==> config.mk <==
export PLATFORM = sky130hd
export DESIGN_NAME = branch_resolve_ctrl
export DESIGN_NICKNAME = d
export VERILOG_FILES = /design/src/rtl/branch_pkg.sv /design/src/rtl/branchcomp.sv /design/src/rtl/branch_resolve_ctrl.sv
export SDC_FILE = /design/constraint.sdc
export NUM_CORES = 1
export LEC_CHECK = 0
export BUFFER_PORTS_ARGS = -buffer_cell sky130_fd_sc_hd__buf_2
export CAP_MARGIN = 20
export CORE_UTILIZATION = 35
export CTS_BUF_LIST = sky130_fd_sc_hd__clkbuf_2 sky130_fd_sc_hd__clkbuf_4 sky130_fd_sc_hd__clkbuf_8
export DETAILED_ROUTE_END_ITERATION = 8
export GPL_ROUTABILITY_DRIVEN = 1
export MAX_ROUTING_LAYER = met4
export SLEW_MARGIN = 5
export SYNTH_ARGS = -nofsm -noshare
export SYNTH_HDL_FRONTEND = slang
export SYNTH_SLANG_ARGS = --single-unit
==> constraint.sdc <==
create_clock -name clk -period 5.1 [get_ports clk]
set_input_delay 0.255 -clock clk [delete_from_list [all_inputs] [get_ports clk]]
set_output_delay 0.255 -clock clk [all_outputs]
set_load 0.005 [all_outputs]
==> src/rtl/branch_pkg.sv <==
// Shared definitions for the branch resolution block: funct3 encodings,
// controller states and the default fall-through increment.
package branch_pkg;

  localparam logic [2:0] F3_BEQ  = 3'b000;
  localparam logic [2:0] F3_BNE  = 3'b001;
  localparam logic [2:0] F3_BLT  = 3'b100;
  localparam logic [2:0] F3_BGE  = 3'b101;
  localparam logic [2:0] F3_BLTU = 3'b110;
  localparam logic [2:0] F3_BGEU = 3'b111;

  localparam int INST_BYTES_DEF = 4;

  typedef enum logic [1:0] {
    IDLE  = 2'd0,
    EVAL  = 2'd1,
    REDIR = 2'd2
  } state_t;

endpackage

==> src/rtl/branchcomp.sv <==
// Branch condition comparator: evaluates a funct3 branch condition on two
// operands. Reserved encodings report not-taken.
module branchcomp
  import branch_pkg::*;
#(
  parameter int XLEN = 32
) (
  input  logic [XLEN-1:0] a,
  input  logic [XLEN-1:0] b,
  input  logic [2:0]      funct3,
  output logic            taken
);

  logic signed [XLEN-1:0] a_s;
  logic signed [XLEN-1:0] b_s;
  logic                   eq;
  logic                   lt_s;
  logic                   lt_u;

  assign a_s  = a;
  assign b_s  = b;
  assign eq   = (a == b);
  assign lt_s = (a_s < b_s);
  assign lt_u = (a < b);

  always_comb begin
    taken = 1'b0;
    case (funct3)
      F3_BEQ:  taken = eq;
      F3_BNE:  taken = !eq;
      F3_BLT:  taken = lt_s;
      F3_BGE:  taken = !lt_s;
      F3_BLTU: taken = lt_u;
      F3_BGEU: taken = !lt_u;
      default: taken = 1'b0;
    endcase
  end

endmodule

==> src/rtl/branch_resolve_ctrl.sv <==
// Branch resolution controller: accepts a branch op, resolves it one cycle
// later, flags mispredicts and holds a redirect until fetch takes it.
// Optional counters enabled with BRANCH_RESOLVE_STATS_EN.
module branch_resolve_ctrl
  import branch_pkg::*;
#(
  parameter int XLEN       = 32,
  parameter int INST_BYTES = INST_BYTES_DEF
) (
  input  logic            clk,
  input  logic            rst,
  input  logic            req_valid,
  output logic            req_ready,
  input  logic [XLEN-1:0] req_rs1,
  input  logic [XLEN-1:0] req_rs2,
  input  logic [2:0]      req_funct3,
  input  logic [XLEN-1:0] req_pc,
  input  logic [XLEN-1:0] req_imm,
  input  logic            req_pred_taken,
  input  logic            kill,
  output logic            res_valid,
  output logic            res_taken,
  output logic            res_mispredict,
  output logic            res_illegal,
  output logic            res_misalign,
  output logic            flush,
  output logic            redirect_valid,
  output logic [XLEN-1:0] redirect_pc,
  input  logic            redirect_ready
`ifdef BRANCH_RESOLVE_STATS_EN
  ,
  output logic [31:0]     stat_branches,
  output logic [31:0]     stat_mispredicts
`endif
);

  state_t            state;
  state_t            state_nxt;
  logic              accept;
  logic [XLEN-1:0]   rs1_p0;
  logic [XLEN-1:0]   rs2_p0;
  logic [2:0]        funct3_p0;
  logic [XLEN-1:0]   pc_p0;
  logic [XLEN-1:0]   imm_p0;
  logic              pred_p0;
  logic              vld_p0;
  logic              cmp_taken;
  logic              illegal_p0;
  logic              misalign_p0;
  logic              taken_p0;
  logic [XLEN-1:0]   taken_tgt;
  logic [XLEN-1:0]   nt_tgt;
  logic [XLEN-1:0]   redir_tgt;

  assign accept = req_valid && req_ready;

  // Stage p0: capture the accepted op
  always_ff @(posedge clk or posedge rst) begin
    if (rst) begin
      rs1_p0    <= '0;
      rs2_p0    <= '0;
      funct3_p0 <= '0;
      pc_p0     <= '0;
      imm_p0    <= '0;
      pred_p0   <= 1'b0;
    end else if (accept) begin
      rs1_p0    <= req_rs1;
      rs2_p0    <= req_rs2;
      funct3_p0 <= req_funct3;
      pc_p0     <= req_pc;
      imm_p0    <= req_imm;
      pred_p0   <= req_pred_taken;
    end
  end

  branchcomp #(.XLEN(XLEN)) u_cmp (
    .a      (rs1_p0),
    .b      (rs2_p0),
    .funct3 (funct3_p0),
    .taken  (cmp_taken)
  );

  assign vld_p0      = (state == EVAL);
  assign illegal_p0  = (funct3_p0[2:1] == 2'b01);
  assign taken_p0    = cmp_taken && !illegal_p0;
  assign taken_tgt   = pc_p0 + imm_p0;
  assign nt_tgt      = pc_p0 + XLEN'(INST_BYTES);
  assign misalign_p0 = taken_p0 && taken_tgt[1];
  // Capture registers stay untouched until IDLE, so this is stable through REDIR
  assign redir_tgt   = taken_p0 ? taken_tgt : nt_tgt;

  always_ff @(posedge clk or posedge rst) begin
    if (rst) state <= IDLE;
    else     state <= state_nxt;
  end

  always_comb begin
    state_nxt      = state;
    req_ready      = 1'b0;
    res_valid      = 1'b0;
    res_taken      = 1'b0;
    res_mispredict = 1'b0;
    res_illegal    = 1'b0;
    res_misalign   = 1'b0;
    flush          = 1'b0;
    redirect_valid = 1'b0;
    redirect_pc    = '0;
    case (state)
      IDLE: begin
        req_ready = !kill && !rst;
        if (req_valid && !kill && !rst) state_nxt = EVAL;
      end
      EVAL: begin
        state_nxt = IDLE;
        if (!kill && vld_p0) begin
          res_valid      = 1'b1;
          res_taken      = taken_p0;
          res_illegal    = illegal_p0;
          res_misalign   = misalign_p0;
          res_mispredict = !illegal_p0 && !misalign_p0 && (taken_p0 != pred_p0);
          if (res_mispredict) begin
            flush          = 1'b1;
            redirect_valid = 1'b1;
            redirect_pc    = redir_tgt;
            if (!redirect_ready) state_nxt = REDIR;
          end
        end
      end
      REDIR: begin
        redirect_valid = 1'b1;
        redirect_pc    = redir_tgt;
        if (kill || redirect_ready) state_nxt = IDLE;
      end
      default: state_nxt = IDLE;
    endcase
  end

`ifdef BRANCH_RESOLVE_STATS_EN
  function automatic logic [31:0] sat_inc(input logic [31:0] v);
    return (v == 32'hFFFF_FFFF) ? v : v + 32'd1;
  endfunction

  always_ff @(posedge clk or posedge rst) begin
    if (rst) begin
      stat_branches    <= '0;
      stat_mispredicts <= '0;
    end else begin
      if (res_valid && !illegal_p0) stat_branches <= sat_inc(stat_branches);
      if (flush)                    stat_mispredicts <= sat_inc(stat_mispredicts);
    end
  end
`endif

endmodule

# Word-level counts from Yosys, hierarchy flattened

Index checks and enable logic that the tools add are counted.

Mux-type cells: 26
Add/sub/neg operators: 2
Reductions and logical operators: 20
$lt $le $gt $ge: 2
Eq/ne operators: 12

Operator list:

| cell                                                | number |
|---|---|
| 2-to-1 mux 32 bit                                   | 3 |
| < comparator 32 bit                                 | 2 |
| one-hot mux 32 bit (2 select lines)                 | 1 |
| adder 32 x 3 -> 32 bit, second input constant       | 1 |
| adder 32 bit                                        | 1 |
| equality test 32 bit                                | 1 |
| 2-to-1 mux 1 bit                                    | 14 |
| equality test 3 bit, second input constant          | 4 |
| 2-to-1 mux 2 bit                                    | 5 |
| logical AND 1 bit                                   | 9 |
| zero test 1 bit                                     | 7 |
| one-hot mux 1 bit (6 select lines)                  | 1 |
| one-hot mux 2 bit (3 select lines)                  | 1 |
| equality test 2 x 1 -> 1 bit, second input constant | 2 |
| inequality test 2 bit, second input constant        | 2 |
| equality test 3 x 1 -> 1 bit, second input constant | 1 |
| zero test 3 bit                                     | 1 |
| equality test 2 bit, second input constant          | 1 |
| zero test 2 bit                                     | 1 |
| one-hot mux 1 bit (2 select lines)                  | 1 |
| AND reduction 2 bit                                 | 1 |
| logical OR 1 bit                                    | 1 |
| inequality test 1 bit                               | 1 |

Logic and storage cells: 69
Input bits: 137
Flip-flop bits (word level): 134

# Depth between registers and ports, before layout

Depth after elaboration: 11
Gate-level depth with buffers: 14
Depth with buffers taken out: 12

# By module

From an unflattened synthesis, not the netlist that was laid out.

Cell total of the unflattened synthesis: 861
Area total of the unflattened synthesis: 8724.6 sq um

By module, submodules not included:

| module              | cells an instance | seq. area each (sq um) | area each (sq um) | instances |
|---|---|---|---|---|
| branch_resolve_ctrl | 741               | 3353.2                 | 7860.0            | 1 |
| branchcomp          | 120               | 0.0                    | 864.6             | 1 |

# Least setup slack after synthesis

Ideal clock, no wire load.

Kind: input port to flip-flop
Start: in rst
End: reg state[1]
Setup slack: 1.392 ns
Required time: 5.021 ns
Arrival: 3.629 ns
Cell stages on the path: 4
Cell sequence: inv_1 -> nand3b_1 -> a21oi_1 -> mux2i_1

Word-level cells in the longest chain between the ends: 4

RTL lines:

| what                            | RTL line                   | RTL |
|---|---|---|
| start: declaration              | branch_resolve_ctrl.sv:11  | `input logic rst,` |
| zero test 1 bit                 | branch_resolve_ctrl.sv:111 | `if (req_valid && !kill && !rst) state_nxt = EVAL;` |
| logical AND 1 bit               | branch_resolve_ctrl.sv:111 |  |
| inequality test 2 bit (no line) | n/a                        |  |
| AND reduction 2 bit (no line)   | n/a                        |  |
| end signal: assignment          | branch_resolve_ctrl.sv:94  | `else state <= state_nxt;` |
| end: declaration                | branch_resolve_ctrl.sv:37  | `state_t state;` |

Every way passes these cells.
A chain may end at the register's enable or synchronous reset.

# Final worst setup path

Start: reg rs1_p0[19]
End: out redirect_pc[29]

Word-level cells in the longest chain between the ends: 11
Elaborated cells between the ends (all ways): 17
Classes of those cells: order compare (2); eq/ne (2); mux (5); reduce/logical (8)

RTL lines:

| what                                              | RTL line                                             | RTL |
|---|---|---|
| start: declaration                                | branch_resolve_ctrl.sv:40                            | `logic [XLEN-1:0] rs1_p0;` |
| start signal: assignment                          | branch_resolve_ctrl.sv:67                            | `rs1_p0 <= req_rs1;` |
| < comparator 32 bit, or another cell as far along | branchcomp.sv:24                                     | `assign lt_u = (a < b);` |
| zero test 1 bit, on equally long branches         | branchcomp.sv:34, branchcomp.sv:30, branchcomp.sv:32 |  |
| one-hot mux 1 bit (6 select lines) *              | branchcomp.sv:28                                     | `case (funct3)` |
| logical AND 1 bit *                               | branch_resolve_ctrl.sv:85                            | `assign taken_p0 = cmp_taken && !illegal_p0;` |
| logical AND 1 bit                                 | branch_resolve_ctrl.sv:88                            | `assign misalign_p0 = taken_p0 && taken_tgt[1];` |
| zero test 1 bit                                   | branch_resolve_ctrl.sv:120                           | `res_mispredict = !illegal_p0 && !misalign_p0 && (taken_p0 != pred_p0);` |
| logical AND 1 bit (2 in series)                   | branch_resolve_ctrl.sv:120                           |  |
| 2-to-1 mux 32 bit                                 | branch_resolve_ctrl.sv:121                           | `if (res_mispredict) begin` |
| 2-to-1 mux 32 bit                                 | branch_resolve_ctrl.sv:115                           | `if (!kill && vld_p0) begin` |
| one-hot mux 32 bit (2 select lines) *             | branch_resolve_ctrl.sv:108                           | `case (state)` |
| end: declaration                                  | branch_resolve_ctrl.sv:28                            | `output logic [XLEN-1:0] redirect_pc,` |

Mark *: on every way between the ends. The rest lies on a longest branch, timed or not.

==> impl_metrics.tcl <==
set metrics [dict create \
    run_status "finished clean" \
    max_freq_mhz 233 \
    cts-root-buf "clkbuf_8" \
    end_kind "primary output" \
    cts_resized 0 \
    setup_viol 0 \
    synth_flop_cell "dfrtp_1" \
    overflow 0 \
    cts_hold_buffers 69 \
    top_level_ports 177 \
    p_comb_share_pct 58.2 \
    vias_per_cell 4.86 \
    crit_start "rs1_p0[19]$_DFFE_PP0P_" \
    cts.sinks 134 \
    nFillCells 2302 \
    tightest_slew_ps 883 \
    post_cts_buffers 0 \
    firstDrtPassIters 4 \
    syn-num-nets 1032 \
    min_period_ps 4290 \
    clock_power_share_pct 13.9 \
    chipHeight_um 156 \
    num_vias 6803 \
    worst_clock_skew_ps 16.6 \
    cp-start-kind "register" \
    yosysTopAreaCell "dfrtp_1" \
    irDropWorstVdd_uv 247 \
    io_buffers 176 \
    hold_ws_ps 22.5 \
    layout-drive-gt1-share_pct 31.3 \
    syn2layout_area_growth_pct 27.9 \
    path_max_fanout 32 \
    synthCells 827 \
    synth_area_um2 8330 \
    antenna_found_initial 6 \
    synth_edf_count 0 \
    p_total_w 0.00708 \
    synth.area.top_cells "dfrtp_1 40%, mux2_2 14%, ha_1 10%, xnor2_1 3.4%, a21oi_1 3.3%" \
    htree_levels 4 \
    p_leak_nw 4.96 \
    die_w_um 156 \
    synth_area_per_cell_um2 10.1 \
    drv_slew 0 \
    cts_buffers 17 \
    grt_max_degree 168 \
    grt_pass1_vias 6837 \
    max-cap-violations 0 \
    rows 56 \
    initial_utilization_pct 35.6 \
    p_switching_w 0.00321 \
    ant_nets 0 \
    insertion_delay_ps 460 \
    rsz0062_at_grt "false" \
    synth.distinct_cells 52 \
    period_share_pct 84.1 \
    finalWirelength_mm 21.5 \
    final_cell_mix "176 x buf_2, 134 x dfrtp_1, 100 x mux2_2" \
    min_path_type "in -> reg" \
    seqPwrFrac_pct 27.9 \
    ff_latch_area_um2 3350 \
    synth_seq_area_share_pct 40.3 \
    synth_top_area_share_pct 40.3 \
    crit_arrival_ps 4040 \
    globalplace.congestion 0.811 \
    cts_buffer_depth 2 \
    r2r_start "rs1_p0[19]$_DFFE_PP0P_" \
    critPathRequiredTime_ps 4850 \
    wire_per_inst_um 15.4 \
    drt_iter0_drc 292 \
    nets 1266 \
    slew_headroom_pct 41.1 \
    dp_hpwl_mm 15.1 \
    hp-start "req_pc[31]" \
    drc 0 \
    p_sw_share_pct 45.3 \
    path_clk_slew_ps 90 \
    ys_async_sr_fraction_pct 100 \
    cp_cell_sequence "ha_1 -> nand4_1 -> nor4_1 -> nand3_1 -> xor2_1 -> nor3_1 -> a31oi_1 -> nand2_4 -> mux2i_1 -> and2_2 -> a211oi_2 -> buf_2" \
    finalHoldViolCount 0 \
    power_density_nw_per_um2 665 \
    cts_tree "yes" \
    grt_pass1_wl_mm 34.4 \
    multi_input_area_um2 4680 \
    core_area_um2 23400 \
    crit_slowest_cell "and2_2" \
    internal-power_w 0.00387 \
    tns_ps 0 \
    layout_commonest_cell "buf_2" \
    ys_ff_latch 134 \
    critPathKind "reg -> out" \
    die_area_um2 24400 \
    gr-usage-all-layers_pct 18.7 \
    slowest_delay_ps 770 \
    yosysWarnings 0 \
]
[cells in the mapped netlist (6+ instances only)]
cell type / instances
nor2_1: 63
mux2_2: 100
o21ai_0: 52
xor2_1: 25
mux2i_1: 6
a21o_1: 18
o21ai_1: 6
nand4_1: 14
and3_1: 14
dfrtp_1: 134
buf_1: 6
ha_1: 67
a211oi_2: 19
nor3_1: 6
clkbuf_1: 22
nand3_1: 15
a21oi_1: 55
xnor2_1: 32
inv_1: 45
nand2_1: 69
[stage by stage]
stage	setup WS, ps	cells	area (um2)	utilization (%)
floorplan	1240	827	8330	-
CTS	719	1393	10600	45.5
global placement	1250	1292	9520	40.7
finish	809	1399	10700	45.5
detailed placement	1240	1292	9520	40.7
global route	587	1399	10700	45.5
[worst max-delay path: cells and delay by family (launching register included)]
kind            cells  cell delay (ps)
xor+xnor            1              150
flops               1              400
fa+ha+maj           1              320
simple gates        6             1780
mux                 1              230
buf+inv             1              190
compound gates      2              490
[flip-flops by register name (all words and copies together) (netlist names)]
signal and count:
pc_p0 32, rs2_p0 32, imm_p0 32, state 2, funct3_p0 3, pred_p0 1
rs1_p0 32
[metal layers]
| layer | GRT usage (%) | part of all wire, % | routed length (um) | vias to the layer above |
|---|---|---|---|---|
| met3 | 4.57 | 5.4 | 1160 | 19 |
| met1 | 23.2 | 47 | 10100 | 3203 |
| li1 | - | - | - | 3400 |
| met4 | 4.95 | 1.2 | 251 | 0 |
| met2 | 30.2 | 47 | 10000 | 181 |
| met5 | - | 0 | 0 | - |
[worst paths after layout]
check / end / slack (ps) / cells past startpoint
setup / recovery: redirect_pc[29] / 810 / 12
hold / removal: pc_p0[31]$_DFFE_PP0P_ / 20 / 3
setup reg to reg: state[1]$_DFFE_PP0P_ / 1460 / 11
hold reg to reg: rs2_p0[0]$_DFFE_PP0P_ / 520 / 1
max in group asynchronous: rs2_p0[28]$_DFFE_PP0P_ / 3300 / 4
min in group asynchronous: pc_p0[5]$_DFFE_PP0P_ / 480 / 3
[power by group through the flow]
stage	sequential (W)	clock, W	combinational (W)
floorplan	0.00187	0	0.00323
global placement	0.00198	0	0.00404
detailed placement	0.00200	0	0.00405
global route	0.00205	0.00106	0.00462
CTS	0.00198	0.00102	0.00414
finish	0.00198	0.000986	0.00412
[logic make-up after synthesis]
logic type                 after synthesis  synth area share (%)
AOI/OAI and AO/OA                      174                  13.6
muxes                                  106                  14.2
DFF                                    134                  40.3
xor gates and xnor gates                57                  5.99
adders and majority gates               68                  10.3
and+or+nand+nor                        210                  11.9
buffers and inverters                   78                  3.77
[layout make-up]
type | count | share of cell area (%)
multi-input cells | 615 | 43.9
flip-flops and latches | 134 | 31.5
repair buffers | 248 | 15.1
well taps | 319 | 3.75
clock buffers | 18 | 2.33
clock inverters | 14 | 1.68
inverters | 45 | 1.63
diodes | 6 | 0.141
(Power assumes the default switching activity.)
